**src/rtl/comb_vector_runner.sv**
```systemverilog
// comb_vector_runner: replays {stim, expected} vectors into a combinational DUT and tallies mismatches; COMB_VECTOR_RUNNER_STOP_ON_ERR_EN halts on first mismatch
module comb_vector_runner #(
  parameter int IN_W = 4,
  parameter int OUT_W = 1,
  parameter int DEPTH = 16,
  parameter int SETTLE = 1,
  parameter int AW = $clog2(DEPTH)
) (
  input  logic                  clk,
  input  logic                  reset,
  input  logic                  ld_we,
  input  logic [AW-1:0]         ld_addr,
  input  logic [IN_W+OUT_W-1:0] ld_data,
  input  logic [AW:0]           num_vec,
  input  logic                  start,
  output logic [IN_W-1:0]       dut_in,
  input  logic [OUT_W-1:0]      dut_out,
  output logic                  busy,
  output logic                  done,
  output logic                  pass,
  output logic [15:0]           err_cnt,
  output logic [AW-1:0]         first_err
);
  localparam int VW = IN_W + OUT_W;
  localparam int SW = SETTLE > 0 ? $clog2(SETTLE + 1) : 1;
  typedef enum logic [2:0] {IDLE, APPLY, WAIT, CHECK, DONE} state_t;
  state_t state, next;
  logic [VW-1:0] mem [DEPTH];
  logic [AW-1:0] idx, last;
  logic [SW-1:0] cnt;
  logic [AW:0] nv;
  logic go, last_v, miss, halt;
  assign go = start && (state == IDLE || state == DONE);
  assign nv = num_vec > (AW+1)'(DEPTH) ? (AW+1)'(DEPTH) : num_vec;
  assign miss = dut_out != mem[idx][OUT_W-1:0];
  assign last_v = idx == last;
`ifdef COMB_VECTOR_RUNNER_STOP_ON_ERR_EN
  assign halt = miss;
`else
  assign halt = 1'b0;
`endif
  always_ff @(posedge clk)
    state <= reset ? IDLE : next;
  always_comb begin
    next = state;
    unique case (state)
      IDLE, DONE: next = go ? (nv == '0 ? DONE : APPLY) : state;
      APPLY:      next = SETTLE > 0 ? WAIT : CHECK;
      WAIT:       next = cnt == SW'(1) ? CHECK : WAIT;
      CHECK:      next = (last_v || halt) ? DONE : APPLY;
      default:    next = IDLE;
    endcase
  end
  always_comb begin
    busy = state == APPLY || state == WAIT || state == CHECK;
    done = state == DONE;
    pass = done && err_cnt == '0;
  end
  // memory has no reset so loaded vectors survive it
  always_ff @(posedge clk)
    if (ld_we && !busy) mem[ld_addr] <= ld_data;
  always_ff @(posedge clk) begin
    if (reset) begin
      dut_in <= '0;
      err_cnt <= '0;
      first_err <= '0;
      idx <= '0;
      last <= '0;
      cnt <= '0;
    end else if (go) begin
      err_cnt <= '0;
      first_err <= '0;
      idx <= '0;
      last <= AW'(nv - 1'b1);
    end else if (state == APPLY) begin
      dut_in <= mem[idx][VW-1:OUT_W];
      cnt <= SW'(SETTLE);
    end else if (state == WAIT) begin
      cnt <= cnt - 1'b1;
    end else if (state == CHECK) begin
      if (miss && err_cnt != 16'hFFFF) err_cnt <= err_cnt + 16'd1;
      if (miss && err_cnt == '0) first_err <= idx;
      if (!last_v && !halt) idx <= idx + 1'b1;
    end
  end
endmodule

```
**config.mk**
```make
export PLATFORM = sky130hd
export DESIGN_NAME = comb_vector_runner
export DESIGN_NICKNAME = d
export VERILOG_FILES = /design/src/rtl/comb_vector_runner.sv
export SDC_FILE = /design/constraint.sdc
export NUM_CORES = 1
export LEC_CHECK = 0
export CORE_UTILIZATION = 51
export DETAILED_ROUTE_END_ITERATION = 10
export PLACE_DENSITY_LB_ADDON = 0.25
export SLEW_MARGIN = 10
export SYNTH_ARGS = -nofsm -noshare
export SYNTH_HDL_FRONTEND = slang
export SYNTH_SLANG_ARGS = --single-unit
```
**constraint.sdc**
```tcl
create_clock -name clk -period 2.4 [get_ports clk]
set_input_delay 0.48 -clock clk [delete_from_list [all_inputs] [get_ports clk]]
set_output_delay 0.48 -clock clk [all_outputs]
set_load 0.01 [all_outputs]
```
==> metrics <==
P&R area growth vs syn 28.2%; Rel. slew slack 0.515; Routed Antenna Nets 0; number of buffers created by CTS 17; count of pins over their slew limit 0; die area 10300 sq um; share of synthesized registers carrying an async set or reset 0; Setup Buffers After CTS 0; Vias 3340; largest family of logic cells by synthesized area multiplexers; Seq/Total Area, Yosys 0.634; Post-Syn Area 5050 sq um; Initial DRC Count 172; CTS Root Buffer Type clkbuf_8; Leak 0.00214 uW; Tot Pwr 5480 uW; pwr dens 846 nW/um^2; layout cells sized above 1 0.247; clock buffer depth 2; worst ir drop on vdd 603 uV; Ant. Diodes 0; CP Launch Type flop; CP arrival 2.92 ns; post-DP HPWL 7290 um; status complete, but fails checks; Layout Skew 0.00784 ns; mux cell area share after synthesis 0.127; Seq cells post-synth 120; Crit Path Max Fanout 26; Syn Nets 379; endpoints failing hold 0; Yosys cell types 44; Max-cap violations 0; Synth Area per Inst 14.2 sq um; Die W 102 um; # rows 35; post-synthesis compound-gate area fraction 0.0636; first-pass GRT wire length 17500 um; clock sinks 120; min-delay worst type reg -> reg; DRC Markers 0; pin count of the biggest net entering global routing 27; Critical Path End Type flop; GRT Overall Usage 0.237; core box area 9420 sq um; Top Ports 46; failing checks negative setup slack; CTS tree done; initial antenna violation count 0; Pre-antenna DRT Iters 4; number of flops mapped to enable cells by yosys 80; Post-Route WL 11100 um; Worst EP required 2.84 ns; ys flop type edfxtp_1; Final setup viols 5; Tmin final 2.47 ns; Setup CP Type reg -> reg; htree depth 4; Skew-Pair Late Insertion Delay 0.51 ns; Synthesis Warnings 0; Post-Synth XOR/XNOR Area 0.0223; Synth Area in Adders 0.00990; crit share post-route 1.03; GP Congestion 0.811; Nets 460; Fmax 404 MHz; pre-CTS WS -0.107 ns; PortBufs 45; Via density 5.77; Synth Instances 356; routed len/inst 19.1 um; unrepaired setup endpoints after global routing yes; vias in the first global route 3325; Congestion Overflow GR 0; setup ws final -0.0744 ns; simple-gate share of the synthesized area 0.122; initial core utilization 0.537; hold slack 0.481 ns; utilization after layout 0.688; chip height 102 um; clock slew at reported path FFs 0.06 ns; Slew @ Worst Pin 0.722 ns
power breakdown:
group / internal (uW) / switching (uW) / leakage [uW]
registers: 2300 / 73.6 / 0.00105
logic: 287 / 368 / 0.000814
clock network: 1490 / 955 / 0.000274
total: 4090 / 1400 / 0.00214
critical path, stage by stage, from the launching register on:
cell	delay [ns]
dfxtp_4	0.39
mux4_2	0.50
mux4_2	0.52
xnor2_2	0.18
buf_12	0.16
or4_4	0.51
a21oi_2	0.14
synth_stat cells, drive strengths merged, types with 7 or more instances:
| cell | count | area share |
|---|---|---|
| a21oi | 20 | 0.020 |
| clkbuf | 13 | 0.0099 |
| dfxtp | 40 | 0.16 |
| edfxtp | 80 | 0.48 |
| mux2i | 7 | 0.014 |
| mux4 | 25 | 0.11 |
| nand2 | 14 | 0.010 |
| nand3 | 7 | 0.0069 |
| nand4 | 10 | 0.012 |
| nor2 | 30 | 0.022 |
| nor3 | 10 | 0.0099 |
| o21ai | 9 | 0.0089 |
| o31ai | 9 | 0.013 |
| or4 | 9 | 0.013 |
| xnor2 | 8 | 0.015 |
per-stage QoR:
stage	setup TNS [ns]	instances	cell area, sq um
final	-0.192	579	6480
after CTS	-0.185	579	6470
after floorplan	-0.0106	356	5060
after global placement	-0.0548	547	5850
after detailed placement	-0.339	547	5850
after global routing	-1.02	579	6480
per-layer routing:
layer,routed length (um),track usage
met5,0,0
met4,185,0.0870
met3,525,0.0490
met2,5500,0.393
met1,4840,0.311
worst paths after layout:
kind                                     end  cells after the start  slack, ns         start
worst max-delay path              err_cnt[3]                      6      -0.07          flop
worst min-delay path            first_err[3]                      2       0.48  first_err[3]
worst max register to register    err_cnt[3]                      6      -0.07          flop
worst min register to register  first_err[3]                      2       0.48  first_err[3]
state kept, by name, summed over array words and instances, names as in the netlist, named ones only:
register / flops
idx: 4
first_err: 4
last: 4
state: 3
cnt: 1
mem: 80
err_cnt: 16
dut_in: 4
layout make-up:
cell class,count,area [sq um]
Clock buffer,17,414
Clock inverter,15,165
Fill cell,672,2940
Inverter,5,18.8
Multi-Input combinational cell,213,1780
Sequential cell,120,3220
Tap cell,129,161
Timing Repair Buffer,80,719
placed cells by master (no fill, tap or decap), types with 3 or more instances in the layout:
cell type,synthesis,layout
buf_4,1,34
nor3_1,10,10
inv_6,0,6
and2_1,4,4
nor4_1,4,3
and4_1,5,5
o21ai_1,6,6
nand2_1,14,14
o21ai_0,3,3
nand2b_1,4,4
a211oi_1,4,4
o31ai_1,9,9
nand4_1,10,10
mux2i_1,7,7
dfxtp_4,0,3
and3_1,3,3
edfxtp_1,80,80
or3_1,3,3
nor2_1,30,29
clkdlybuf4s50_1,0,43
ha_1,4,3
dfxtp_1,40,35
clkbuf_16,0,16
clkinv_4,0,3
xnor2_1,7,7
or4_1,9,7
a21oi_1,20,18
clkinvlp_4,0,3
nand3_1,7,7
inv_1,5,4
xor2_1,4,4
mux4_2,25,25
kinds of logic after synthesis:
family,count (synthesis)
fa+ha+maj,4
buf+inv,23
compound gates,51
xor+xnor,12
simple gates,113
flops,120
mux,33
repair_timing:
item / in CTS / in global routing
hold buffers: 0 / 0
pin swaps: 2 / 3
resized for setup: 15 / 7
endpoints found under the setup margin: 11 / 17
gates cloned: 0 / 0
No activity file was read; power rests on OpenSTA's default activity.
